## config.mk

```make
export PLATFORM = sky130hd
export DESIGN_NAME = wrf_udp_tx_flat
export DESIGN_NICKNAME = d
export VERILOG_FILES = /design/src/rtl/wrf_udp_tx_if.sv /design/src/rtl/wrf_udp_tx.sv /design/src/flat_wrapper.sv
export SDC_FILE = /design/constraint.sdc
export NUM_CORES = 1
export LEC_CHECK = 0
export CAP_MARGIN = 20
export CORE_UTILIZATION = 62
export DETAILED_ROUTE_END_ITERATION = 6
export DONT_BUFFER_PORTS = 1
export PLACE_DENSITY = 0.89
export SLEW_MARGIN = 20
export SYNTH_ARGS = -nofsm -noshare
export SYNTH_HDL_FRONTEND = slang
export SYNTH_SLANG_ARGS = --single-unit
```

## constraint.sdc

```tcl
create_clock -name wr_sys_clk -period 6.4 [get_ports wr_sys_clk]
set_input_delay 1.28 -clock wr_sys_clk [delete_from_list [all_inputs] [get_ports wr_sys_clk]]
set_output_delay 1.28 -clock wr_sys_clk [all_outputs]
set_load 0.02 [all_outputs]
```

## src/rtl/wrf_udp_tx_if.sv

```systemverilog
// rtl/wrf_udp_tx_if.sv - White Rabbit 16-bit pipelined Wishbone fabric sink bus
interface wrf_udp_tx_if;
  logic [1:0]  adr;
  logic [15:0] dat;
  logic        cyc;
  logic        stb;
  logic        we;
  logic [1:0]  sel;
  logic        ack;
  logic        stall;

  modport master (output adr, dat, cyc, stb, we, sel, input ack, stall);
  modport slave  (input adr, dat, cyc, stb, we, sel, output ack, stall);
endinterface

```

## src/rtl/wrf_udp_tx.sv

```systemverilog
// rtl/wrf_udp_tx.sv - UDP/IPv4 frame transmitter onto the WR fabric sink bus
// Optional internal payload counter: WRF_UDP_TEST_PATTERN_EN
module wrf_udp_tx #(
  parameter int          PAYLOAD_WORDS = 104,
  parameter logic [15:0] STATUS        = 16'h0200,
  parameter logic [47:0] DST_MAC       = 48'h74563c4f4c6d,
  parameter logic [31:0] SRC_IP        = 32'hc0a80105,
  parameter logic [31:0] DST_IP        = 32'hc0a80179,
  parameter logic [15:0] SRC_PORT      = 16'h1000,
  parameter logic [15:0] DST_PORT      = 16'h1000,
  parameter logic [7:0]  TTL           = 8'h3F
) (
  input  logic         wr_sys_clk,
  input  logic         wr_sys_rst,
  input  logic         start,
  output logic         busy,
  output logic         done,
  output logic [15:0]  frame_id,
  input  logic [15:0]  pl_dat,
  input  logic         pl_valid,
  output logic         pl_ready,
  wrf_udp_tx_if.master wrf_snk
);
  localparam int          N       = 22 + PAYLOAD_WORDS;
  localparam logic [9:0]  LAST    = 10'(N - 1);
  localparam logic [15:0] UDPLEN  = 16'(8 + 2 * PAYLOAD_WORDS);
  localparam logic [15:0] IPLEN   = 16'(28 + 2 * PAYLOAD_WORDS);
  // Constant part of the IPv4 header sum; only the identification varies per frame
  localparam logic [19:0] HDR_SUM = 20'(16'h4500) + 20'(IPLEN) + 20'({TTL, 8'h11})
                                  + 20'(SRC_IP[31:16]) + 20'(SRC_IP[15:0])
                                  + 20'(DST_IP[31:16]) + 20'(DST_IP[15:0]);

  typedef enum logic [2:0] {S_IDLE, S_CALC, S_HDR, S_PAY, S_DRAIN} state_t;

  state_t      state;
  logic [9:0]  widx;
  logic [10:0] out_cnt;
  logic [10:0] out_nxt;
  logic [15:0] next_id;
  logic [15:0] cksum;
  logic [15:0] hdr_word;
  logic [15:0] pay_word;
  logic        pay_avail;
  logic        load_en;
  logic        accept;
  logic        ack_ok;
  logic [19:0] id_sum;
  logic [16:0] fold1;
  logic [15:0] fold2;

  assign load_en     = !wrf_snk.stb || !wrf_snk.stall;
  assign accept      = wrf_snk.stb && !wrf_snk.stall;
  assign ack_ok      = wrf_snk.ack && (out_cnt != 11'd0);
  assign out_nxt     = out_cnt + 11'(accept) - 11'(ack_ok);
  assign wrf_snk.we  = 1'b1;

  assign id_sum = HDR_SUM + 20'(next_id);
  assign fold1  = 17'(id_sum[15:0]) + 17'(id_sum[19:16]);
  assign fold2  = fold1[15:0] + 16'(fold1[16]);

`ifdef WRF_UDP_TEST_PATTERN_EN
  logic unused_pl;
  assign unused_pl = ^{pl_dat, pl_valid};
  assign pay_word  = 16'(widx - 10'd22);
  assign pay_avail = 1'b1;
  assign pl_ready  = 1'b0;
`else
  assign pay_word  = pl_dat;
  assign pay_avail = pl_valid;
  assign pl_ready  = (state == S_PAY) && load_en;
`endif

  always_comb begin
    hdr_word = 16'h0000;
    case (widx)
      10'd1:  hdr_word = DST_MAC[47:32];
      10'd2:  hdr_word = DST_MAC[31:16];
      10'd3:  hdr_word = DST_MAC[15:0];
      10'd7:  hdr_word = 16'h0800;
      10'd8:  hdr_word = 16'h4500;
      10'd9:  hdr_word = IPLEN;
      10'd10: hdr_word = frame_id;
      10'd12: hdr_word = {TTL, 8'h11};
      10'd13: hdr_word = cksum;
      10'd14: hdr_word = SRC_IP[31:16];
      10'd15: hdr_word = SRC_IP[15:0];
      10'd16: hdr_word = DST_IP[31:16];
      10'd17: hdr_word = DST_IP[15:0];
      10'd18: hdr_word = SRC_PORT;
      10'd19: hdr_word = DST_PORT;
      10'd20: hdr_word = UDPLEN;
      default: hdr_word = 16'h0000;
    endcase
  end

  always_ff @(posedge wr_sys_clk) begin
    if (wr_sys_rst) begin
      state       <= S_IDLE;
      widx        <= 10'd0;
      out_cnt     <= 11'd0;
      next_id     <= 16'd0;
      frame_id    <= 16'd0;
      cksum       <= 16'd0;
      busy        <= 1'b0;
      done        <= 1'b0;
      wrf_snk.adr <= 2'd0;
      wrf_snk.dat <= 16'd0;
      wrf_snk.cyc <= 1'b0;
      wrf_snk.stb <= 1'b0;
      wrf_snk.sel <= 2'b00;
    end else begin
      done    <= 1'b0;
      out_cnt <= out_nxt;
      case (state)
        S_IDLE: if (start) begin
          frame_id <= next_id;
          next_id  <= next_id + 16'd1;
          cksum    <= ~fold2;
          busy     <= 1'b1;
          state    <= S_CALC;
        end
        S_CALC: begin
          wrf_snk.stb <= 1'b1;
          wrf_snk.cyc <= 1'b1;
          wrf_snk.sel <= 2'b11;
          wrf_snk.adr <= 2'd2;
          wrf_snk.dat <= STATUS;
          widx        <= 10'd1;
          state       <= S_HDR;
        end
        S_HDR: if (load_en) begin
          wrf_snk.adr <= 2'd0;
          wrf_snk.dat <= hdr_word;
          widx        <= widx + 10'd1;
          if (widx == 10'd21) state <= S_PAY;
        end
        S_PAY: if (load_en) begin
          // A missing payload word opens a gap in stb while the cycle stays open
          if (pay_avail) begin
            wrf_snk.stb <= 1'b1;
            wrf_snk.sel <= 2'b11;
            wrf_snk.adr <= 2'd0;
            wrf_snk.dat <= pay_word;
            widx        <= widx + 10'd1;
            if (widx == LAST) state <= S_DRAIN;
          end else begin
            wrf_snk.stb <= 1'b0;
            wrf_snk.sel <= 2'b00;
          end
        end
        S_DRAIN: begin
          if (accept) begin
            wrf_snk.stb <= 1'b0;
            wrf_snk.sel <= 2'b00;
          end
          if (!wrf_snk.stb && out_nxt == 11'd0) begin
            wrf_snk.cyc <= 1'b0;
            busy        <= 1'b0;
            done        <= 1'b1;
            state       <= S_IDLE;
          end
        end
        default: state <= S_IDLE;
      endcase
    end
  end
endmodule
```

## src/flat_wrapper.sv

```systemverilog
// flat-port wrapper written by rule: the top's interface ports become plain ports
module wrf_udp_tx_flat 
#(
  parameter int          PAYLOAD_WORDS = 104,
  parameter logic [15:0] STATUS        = 16'h0200,
  parameter logic [47:0] DST_MAC       = 48'h74563c4f4c6d,
  parameter logic [31:0] SRC_IP        = 32'hc0a80105,
  parameter logic [31:0] DST_IP        = 32'hc0a80179,
  parameter logic [15:0] SRC_PORT      = 16'h1000,
  parameter logic [15:0] DST_PORT      = 16'h1000,
  parameter logic [7:0]  TTL           = 8'h3F
)
  (wr_sys_clk, wr_sys_rst, start, busy, done, frame_id, pl_dat, pl_valid, pl_ready, wrf_snk_adr, wrf_snk_dat, wrf_snk_cyc, wrf_snk_stb, wrf_snk_we, wrf_snk_sel, wrf_snk_ack, wrf_snk_stall);
  wrf_udp_tx_if wrf_snk_i ();
  input  logic wr_sys_clk;
  input  logic wr_sys_rst;
  input  logic start;
  output logic busy;
  output logic done;
  output logic [15:0] frame_id;
  input  logic [15:0] pl_dat;
  input  logic pl_valid;
  output logic pl_ready;
  output wire logic [$bits(wrf_snk_i.adr)-1:0] wrf_snk_adr;
  output wire logic [$bits(wrf_snk_i.dat)-1:0] wrf_snk_dat;
  output wire logic [$bits(wrf_snk_i.cyc)-1:0] wrf_snk_cyc;
  output wire logic [$bits(wrf_snk_i.stb)-1:0] wrf_snk_stb;
  output wire logic [$bits(wrf_snk_i.we)-1:0] wrf_snk_we;
  output wire logic [$bits(wrf_snk_i.sel)-1:0] wrf_snk_sel;
  input wire logic [$bits(wrf_snk_i.ack)-1:0] wrf_snk_ack;
  input wire logic [$bits(wrf_snk_i.stall)-1:0] wrf_snk_stall;
  assign wrf_snk_adr = wrf_snk_i.adr;
  assign wrf_snk_dat = wrf_snk_i.dat;
  assign wrf_snk_cyc = wrf_snk_i.cyc;
  assign wrf_snk_stb = wrf_snk_i.stb;
  assign wrf_snk_we = wrf_snk_i.we;
  assign wrf_snk_sel = wrf_snk_i.sel;
  assign wrf_snk_i.ack = wrf_snk_ack;
  assign wrf_snk_i.stall = wrf_snk_stall;
  wrf_udp_tx #(.PAYLOAD_WORDS(PAYLOAD_WORDS), .STATUS(STATUS), .DST_MAC(DST_MAC), .SRC_IP(SRC_IP), .DST_IP(DST_IP), .SRC_PORT(SRC_PORT), .DST_PORT(DST_PORT), .TTL(TTL)) u_core (.wr_sys_clk(wr_sys_clk), .wr_sys_rst(wr_sys_rst), .start(start), .busy(busy), .done(done), .frame_id(frame_id), .pl_dat(pl_dat), .pl_valid(pl_valid), .pl_ready(pl_ready), .wrf_snk(wrf_snk_i));
endmodule
```

# After elaboration in Yosys (flattened, before gate mapping)

Index checks and enable logic that the tools add are counted.

Bits of input ports: 22
Output and inout port bits: 42
Logic and storage cells: 109
Bits in read-only memories: 0
Memories kept: 0
Flip-flop bits (word level): 96
Bits in writable memories: 0
Bits in latches: 0

Shift-type cells: 0
$mul: 0
Add/subtract/negate cells: 7
Muxes and demuxes: 34
Bitwise operators: 2
Reduce and logical (&&, ||, !) cells: 23
Divide/modulo/power cells: 0
Magnitude comparators: 0
Eq/ne operators: 30

Operators with widths:

| kind                                                                   | number |
|---|---|
| 16-bit one-hot mux with 14 select lines                                | 1 |
| 10-bit by 4-bit equality test with 1-bit output, second input constant | 7 |
| 10-bit by 5-bit equality test with 1-bit output, second input constant | 6 |
| 16-bit two-way mux                                                     | 3 |
| 16-bit one-hot mux with 3 select lines                                 | 1 |
| 10-bit two-way mux                                                     | 3 |
| 10-bit one-hot mux with 3 select lines                                 | 1 |
| 3-bit two-way mux                                                      | 7 |
| 10-bit by 2-bit equality test with 1-bit output, second input constant | 2 |
| 18-bit by 16-bit adder with 19-bit output, first input constant        | 1 |
| 16-bit by 4-bit adder with 17-bit output                               | 1 |
| 16-bit by 1-bit adder with 16-bit output                               | 1 |
| 16-bit by 1-bit adder with 16-bit output, second input constant        | 1 |
| 16-bit inverter                                                        | 1 |
| 3-bit one-hot mux with 5 select lines                                  | 1 |
| 2-bit two-way mux                                                      | 6 |
| 2-bit one-hot mux with 3 select lines                                  | 2 |
| 11-bit by 1-bit adder with 11-bit output                               | 1 |
| 11-bit logical NOT                                                     | 1 |
| 11-bit nonzero test                                                    | 1 |
| 11-bit by 1-bit subtractor with 11-bit output                          | 1 |
| 10-bit by 1-bit adder with 10-bit output, second input constant        | 1 |
| 10-bit by 1-bit equality test with 1-bit output, second input constant | 1 |
| 10-bit by 3-bit equality test with 1-bit output, second input constant | 1 |
| 21 further kinds                                                       | 44 |

# Logic depth before layout (Yosys ltp)

Gate-level depths: netlist of the first run.

Depth after elaboration: 8
Mapped depth: 24
Mapped depth without buffers: 23

# Worst setup path after synthesis of the first run

Ideal clock, no wire load.

Kind: reg-to-reg
Start: register u_core.next_id[0]
End: register u_core.cksum[9]
Cell stages (with the launch flop): 22
Setup slack: 1818 ps
Library setup time: 91 ps
Period minus slack after synthesis: 4582 ps
Arrival: 4491 ps
Path through: dfxtp_1 -> buf_2 -> inv_1 -> ha_1 -> nor2b_1 -> o21ai_4 -> a21oi_1 -> nor2_1 -> nor3b_1 -> ha_1 -> inv_1 -> ha_1 -> a211oi_1 -> a2bb2oi_2 -> o211ai_1 -> nor4_2 -> and4b_1 -> ha_1 -> nand3_1 -> o32a_1 -> or3_1 -> a311oi_1

Cells in the longest elaborated chain, start to end: 4

Ends and longest elaborated chain:

| element                                   | line              | RTL |
|---|---|---|
| start, declared                           | wrf_udp_tx.sv:39  | `logic [15:0] next_id;` |
| start signal, assigned                    | wrf_udp_tx.sv:117 | `next_id <= next_id + 16'd1;` |
| 18-bit by 16-bit adder with 19-bit output | wrf_udp_tx.sv:57  | `assign id_sum = HDR_SUM + 20'(next_id);` |
| via u_core.id_sum[0]                      | wrf_udp_tx.sv:47  | `logic [19:0] id_sum;` |
| 16-bit by 4-bit adder with 17-bit output  | wrf_udp_tx.sv:58  | `assign fold1 = 17'(id_sum[15:0]) + 17'(id_sum[19:16]);` |
| 16-bit by 1-bit adder with 16-bit output  | wrf_udp_tx.sv:59  | `assign fold2 = fold1[15:0] + 16'(fold1[16]);` |
| 16-bit inverter                           | wrf_udp_tx.sv:118 | `cksum <= ~fold2;` |
| end signal, assigned                      | wrf_udp_tx.sv:118 |  |
| end, declared                             | wrf_udp_tx.sv:40  | `logic [15:0] cksum;` |

The timed path passes the listed nets, and every way through them passes these cells.
A chain may end at the register's enable or synchronous reset.

# Final worst setup path of the first run

Ends and elaborated chain as after synthesis.

==> summary.txt, run 1 <==
Worst setup path
  • Worst Path Arrival: 5.68 ns
  • Critical-path maximum fanout: 12
  • Crit Path Class: flop to flop
  • Setup crit end kind: flop
  • Startpoint type of the worst setup path: flop
  • Critical path required time: 6.69 ns

Route
  • Via count: 5,604
  • Remaining DRCs: 0
  • Routed WL per cell: 17.34 um
  • Vias per cell: 6.311
  • Routed Wire Length: 15,400 um
  • Routed Antenna Nets: 0
  • Initial DRC count: 340
  • Drt first pass iters: 6

Clocking
  • CTS resizes: 0
  • Setup bufs post-CTS: 0
  • TritonCTS clock tree: done
  • Deepest clock path buffer count: 2
  • Clk sink count: 93
  • CTS Root Cell: clkbuf_8
  • H-Tree Level Count: 3
  • CTS clk-pin slew, worst paths: 0.09 ns
  • Worst-skew pair later-pin latency: 0.38 ns
  • CTS Buf Count: 9
  • Cts hold-fix bufs: 0

Place
  • Placer Congestion: 0.9436
  • Dpl cell area: 6047 sq um
  • Post-DP HPWL: 11,230 um
  • Port bufs: 0

Timing
  • WHS: 0.4668 ns
  • Measured slew at the worst slew-check pin: 0.7653 ns
  • Unrepaired setup endpoints after global routing: false
  • Slew HR: 0.4891
  • Worst Clk Skew: 0.01040 ns
  • Tcrit/Tclk final: 0.8425
  • Highest clock rate: 185.5 MHz
  • Setup TNS: 0 ns
  • Hold Vio Cnt, Final: 0
  • Minimum clock period after layout: 5.392 ns
  • Max-slew violation count: 0
  • Setup-failing EPs final: 0

Synthesis
  • #FFs+latches synth: 93
  • Post-Syn Instances: 791
  • Count of cell types in the netlist: 77
  • Syn Area/Cell: 7.657 sq um
  • Synth area leaders: dfxtp_1 31%, nor2_1 6.2%, nand2_1 5.6%
  • Largest area contributor in the netlist: dfxtp_1
  • Synth warnings: 0
  • Post-synth top area share: 0.3074
  • Cell area after synthesis: 6057 sq um
  • Most instantiated cells after synthesis: 100 x nor2_1, 93 x dfxtp_1, 90 x nand2_1
  • Post-synth ARST share: 0
  • Post-synthesis sequential area ratio: 0.3074
  • Most common cell in the netlist: nor2_1
  • Syn nets: 839
  • Synth Flop Type: dfxtp_1
  • Post-synth EDFFs: 0

Floorplanning
  • Starting Density: 0.6463
  • Die height: 100.8 um
  • Io pins: 64
  • Die width: 100.8 um
  • Std-Cell Rows: 35
  • Die area: 10,170 sq um
  • Core area: 9371 sq um

Layout
  • ANT cells: 0
  • Area Growth Syn to Fin: 3.160%
  • Fin nets: 802
  • Final Cell Area: 6248 sq um
  • # fillers: 827
  • Ratio of cells with drive above 1 in the final layout: 0.05007

GRT
  • Tot GR Track Use: 0.3104
  • Initial antenna violation count: 0
  • GRT overflow: 0
  • Vias in the first global route: 5,244
  • First-pass GRT wire length: 25,010 um
  • Largest net degree at the start of global routing: 89

Job
  • Max-Cap Viols: 0

Hold path
  • Hold Path Class: flop to flop

Run status
  • Outcome: complete, no violations

Power
  • Pwr Density: 386.7 nW/um^2
  • Maximum vdd ir drop: 0.1763 mV
  • Leakage power: 2.180 nW
-- flip-flops by register name, summed over array words and instances (netlist names) --
register / cells
u_core.wrf_snk.sel: 1
u_core.frame_id: 16
u_core.state: 3
u_core.busy: 1
u_core.widx: 10
u_core.wrf_snk.cyc: 1
u_core.wrf_snk.dat: 16
u_core.cksum: 16
u_core.out_cnt: 11
u_core.next_id: 16
u_core.done: 1
u_core.wrf_snk.adr: 1
-- logic make-up after synthesis --
group / after synthesis / synth area share
xor+xnor: 57 / 0.08552
other cells: 2 / 0.001240
mux: 4 / 0.007023
fa+ha+maj: 26 / 0.05495
compound gates: 193 / 0.2208
flops: 93 / 0.3074
simple gates: 327 / 0.2625
buf+inv: 89 / 0.06053
-- layout by cell type, fill, tap and decap left out, types with 15 or more instances in the layout --
cell,instances
a211oi_1,29
a21oi_1,49
a22oi_1,15
dfxtp_1,93
ha_1,25
inv_1,35
nand2_1,90
nand3_1,31
nor2_1,100
nor3_1,20
o21ai_0,23
xnor2_1,24
xor2_1,32
-- metrics by stage --
| step | cells | worst slack (ns) | power, mW | util |
|---|---|---|---|---|
| after detailed placement | 872 | 1.071 | 2.000 | 0.6453 |
| after floorplan | 791 | 1.818 | 1.756 | - |
| after global routing | 888 | 0.6059 | 2.592 | 0.6668 |
| final | 888 | 1.008 | 2.416 | 0.6668 |
| after global placement | 872 | 1.451 | 1.940 | 0.6453 |
| after CTS | 888 | 1.042 | 2.406 | 0.6668 |
-- critical path, cell delays in order (launching register included) --
cell	delay (ns)
dfxtp_1	0.59
inv_1	0.16
ha_1	0.30
nor2b_1	0.33
o21ai_4	0.15
a21oi_1	0.21
nor2_1	0.06
nor3b_1	0.26
ha_1	0.22
inv_1	0.05
ha_1	0.21
a211oi_1	0.43
a2bb2oi_2	0.21
o211ai_1	0.14
nor4_2	0.36
and4b_1	0.24
ha_1	0.19
nand3_1	0.20
o32a_1	0.43
or3_1	0.31
a311oi_1	0.24
-- routing by layer --
| metal | vias to the layer above | routed length, um | GRT usage |
|---|---|---|---|
| met1 | 2635 | 6505 | 0.3740 |
| met5 | - | 0 | 0 |
| li1 | 2726 | - | - |
| met4 | 0 | 434 | 0.1360 |
| met2 | 206 | 7508 | 0.5342 |
| met3 | 37 | 951 | 0.06380 |
-- power by group --
group	switching (mW)	leakage (nW)	internal, mW
Sequential	0.203	0.761	0.717
Clock	0.212	0.0878	0.191
Combinational	0.676	1.33	0.417
Total	1.09	2.18	1.33
-- path summary, 6_finish.rpt --
kind / startpoint / endpoint / slack, ns / cells after the start
hold / removal: u_core.cksum[10] / u_core.cksum[10] / 0.47 / 2
setup reg to reg: u_core.next_id[0] / u_core.cksum[9] / 1.01 / 20
setup / recovery: u_core.next_id[0] / u_core.cksum[9] / 1.01 / 20
hold reg to reg: u_core.cksum[10] / u_core.cksum[10] / 0.47 / 2
-- cell type report --
| cell class | instances | area (sq um) | area share |
|---|---|---|---|
| clock buffers | 11 | 141.4 | 0.02263 |
| multi-input cells | 609 | 3847 | 0.6157 |
| repair buffers | 6 | 45.04 | 0.007209 |
| well taps | 129 | 161.4 | 0.02583 |
| flip-flops and latches | 93 | 1862 | 0.2980 |
| clock inverters | 5 | 60.06 | 0.009612 |
| inverters | 35 | 131.4 | 0.02103 |
Power figures use the tool's default switching activity.
==> run 2, diff against run 1 <==
==> constraint.sdc (replaced) <==
create_clock -name wr_sys_clk -period 5.2 [get_ports wr_sys_clk]
set_input_delay 1.04 -clock wr_sys_clk [delete_from_list [all_inputs] [get_ports wr_sys_clk]]
set_output_delay 1.04 -clock wr_sys_clk [all_outputs]
set_load 0.02 [all_outputs]
==> summary.txt, run 2 (synthesized netlist as in run 1, its figures left out) <==
Timing
  • Unrepaired setup endpoints after global routing: false (unchanged)
  • Measured slew at the worst slew-check pin: 0.7228 ns (was 0.7653 ns)
  • WHS: 0.4683 ns (was 0.4668 ns)
  • Setup TNS: 0 ns (unchanged)
  • Setup-failing EPs final: 0 (unchanged)
  • Slew HR: 0.5175 (was 0.4891)
  • Hold Vio Cnt, Final: 0 (unchanged)
  • Minimum clock period after layout: 4.782 ns (was 5.392 ns)
  • Tcrit/Tclk final: 0.9195 (was 0.8425)
  • Worst Clk Skew: 0.01381 ns (was 0.01040 ns)
  • Max-slew violation count: 0 (unchanged)
  • Highest clock rate: 209.1 MHz (was 185.5 MHz)

Power
  • Clock power share: 0.184 (was 0.167)
  • Pwr Density: 481.9 nW/um^2 (was 386.7 nW/um^2)
  • Total power: 3.042 mW (was 2.416 mW)
  • Net Sw Power: 1.355 mW (was 1.091 mW)
  • Maximum vdd ir drop: 0.2602 mV (was 0.1763 mV)
  • Leakage power: 2.219 nW (was 2.180 nW)
  • Comb pwr share: 0.447 (was 0.453)
  • Sw Share: 0.4455 (was 0.4515)
  • Seq pwr share: 0.369 (was 0.380)
  • Internal power: 1.687 mW (was 1.325 mW)

Clocking
  • CTS Buf Count: 9 (unchanged)
  • Cts hold-fix bufs: 0 (unchanged)
  • CTS clk-pin slew, worst paths: 0.09 ns (about the same)
  • TritonCTS clock tree: done (unchanged)
  • Deepest clock path buffer count: 2 (unchanged)
  • Clk sink count: 93 (unchanged)
  • H-Tree Level Count: 3 (unchanged)
  • Worst-skew pair later-pin latency: 0.37 ns (was 0.38 ns)
  • CTS Root Cell: clkbuf_8 (unchanged)

GRT
  • Tot GR Track Use: 0.3132 (was 0.3104)
  • Largest net degree at the start of global routing: 89 (unchanged)
  • First-pass GRT wire length: 25,280 um (was 25,010 um)
  • Initial antenna violation count: 0 (unchanged)
  • GRT overflow: 0 (unchanged)
  • Vias in the first global route: 5,228 (was 5,244)

Route
  • Routed WL per cell: 17.16 um (was 17.34 um)
  • Initial DRC count: 333 (was 340)
  • Vias per cell: 6.292 (was 6.311)
  • Routed Wire Length: 15,290 um (was 15,400 um)
  • Via count: 5,606 (was 5,604)
  • Routed Antenna Nets: 0 (unchanged)
  • Drt first pass iters: 5 (was 6)
  • Remaining DRCs: 0 (unchanged)

Layout
  • Ratio of cells with drive above 1 in the final layout: 0.06037 (was 0.05007)
  • Finished Core Util: 0.6736 (was 0.6668)
  • Most common cell after layout, fill and taps aside: nor2_1 (unchanged)
  • Post-route insts no fill: 891 (was 888)
  • Fin nets: 806 (was 802)
  • Register area: 1863 sq um (was 1862 sq um)
  • ANT cells: 0 (unchanged)
  • # fillers: 823 (was 827)
  • Area Growth Syn to Fin: 4.214% (was 3.160%)
  • Area of the multi-input gates: 3860 sq um (was 3847 sq um)
  • Commonest cells after routing, fill and taps aside: 100 x nor2_1, 92 x dfxtp_1, 90 x nand2_1 (was 100 x nor2_1, 93 x dfxtp_1, 90 x nand2_1)

Job
  • Max-Cap Viols: 0 (unchanged)

Worst setup path
  • Slowest stage delay, CP: 0.46 ns (was 0.59 ns)
  • CP cell instances: inv_1 > ha_1 > nor2b_2 > o21ai_4 > a21oi_1 > nor2_1 > nor3b_1 > ha_1 > inv_1 > ha_1 > a211oi_2 > a2bb2oi_2 > o211ai_1 > nor4_2 > and4b_1 > ha_1 > ha_1 > nand2_1 > nor4b_1 > o21bai_1 > xor2_1 > nand2_1 > a21oi_1 (was inv_1 > ha_1 > nor2b_1 > o21ai_4 > a21oi_1 > nor2_1 > nor3b_1 > ha_1 > inv_1 > ha_1 > a211oi_1 > a2bb2oi_2 > o211ai_1 > nor4_2 > and4b_1 > ha_1 > nand3_1 > o32a_1 > or3_1 > a311oi_1)
  • Crit-path most repeated cell: ha_1 (unchanged)
  • Critical-path maximum fanout: 12 (unchanged)
  • Critical path's slowest cell: dfxtp_2 (was dfxtp_1)
  • Worst Path Arrival: 5.08 ns (was 5.68 ns)
  • R2R cell count: 23 (was 20)
  • Critical path required time: 5.50 ns (was 6.69 ns)
  • Crit Path Class: flop to flop (unchanged)
  • Setup crit end kind: flop (unchanged)
  • Startpoint type of the worst setup path: flop (unchanged)

Hold path
  • Hold Path Class: flop to flop (unchanged)
  • WHS Path Cells: 2 (unchanged)

Floorplanning
  • Std-Cell Rows: 35 (unchanged)
  • Die width: 100.8 um (unchanged)
  • Die area: 10,170 sq um (unchanged)
  • Core area: 9371 sq um (unchanged)
  • Die height: 100.8 um (unchanged)
  • Starting Density: 0.6463 (unchanged)
  • Io pins: 64 (unchanged)

Place
  • Placer Congestion: 0.9183 (was 0.9436)
  • Post-DP HPWL: 11,180 um (was 11,230 um)
  • Port bufs: 0 (unchanged)
  • # placed instances: 876 (was 872)

Run status
  • Outcome: complete, no violations (unchanged)
==> run 2: changes by cell type in the layout (fill, tap and decap cells not counted), sizes merged <==
cell	delta
clkinvlp	-2
bufinv	+1
clkbuf	-1
inv	+1
buf	+4
==> run 2: routing by layer <==
metal | vias up | track usage | routed length (um) | share of wire
met2 | 184 | 0.5274 | 7489 | 0.49
met3 | 29 | 0.05409 | 873 | 0.057
met1 | 2645 | 0.3936 | 6559 | 0.43
li1 | 2748 | - | - | -
met4 | 0 | 0.1360 | 363 | 0.024
met5 | - | 0 | 0 | 0
==> run 2: repair_timing <==
action | CTS | global route
setup endpoints to repair | 0 | 7
resized for setup | 0 | 4
buffers inserted | 0 | 0
==> run 2: final timing paths <==
check,slack [ns],endpoint,startpoint
min,0.47,u_core.cksum[8],u_core.cksum[8]
max reg2reg,0.42,u_core.cksum[8],u_core.next_id[1]
max,0.42,u_core.cksum[8],u_core.next_id[1]
min reg2reg,0.47,u_core.cksum[8],u_core.cksum[8]
==> run 2: cell type report <==
class	count	share of cell area
timing repair buffer	10	0.01189
multi-input combinational	609	0.6115
clock buffer	10	0.02180
clock inverter	5	0.01328
inverter	35	0.02081
sequential	93	0.2951
tap	129	0.02557
==> run 2: through the flow <==
stage / setup WS [ns] / cell area (sq um)
after global placement: 0.4342 / 6077
after detailed placement: 0.1806 / 6077
after CTS: 0.1522 / 6299
after floorplan: 0.6179 / 6057
final: 0.4184 / 6312
after global routing: 0.004671 / 6312
==> run 2: power by group through the flow <==
stage | clock [mW] | combinational, mW | sequential (mW)
global placement | 0 | 1.27 | 1.13
finish | 0.560 | 1.36 | 1.12
detailed placement | 0 | 1.32 | 1.14
global route | 0.593 | 1.52 | 1.15
floorplan | 0 | 1.09 | 1.07
CTS | 0.563 | 1.33 | 1.12
==> run 2: worst max-delay path: cells and delay by family, from the launching register on <==
family          cells  cell delay (ns)
flops               1             0.46
compound gates      7             1.25
buf+inv             2             0.14
xor+xnor            1             0.13
simple gates        8             1.67
fa+ha+maj           5             1.07
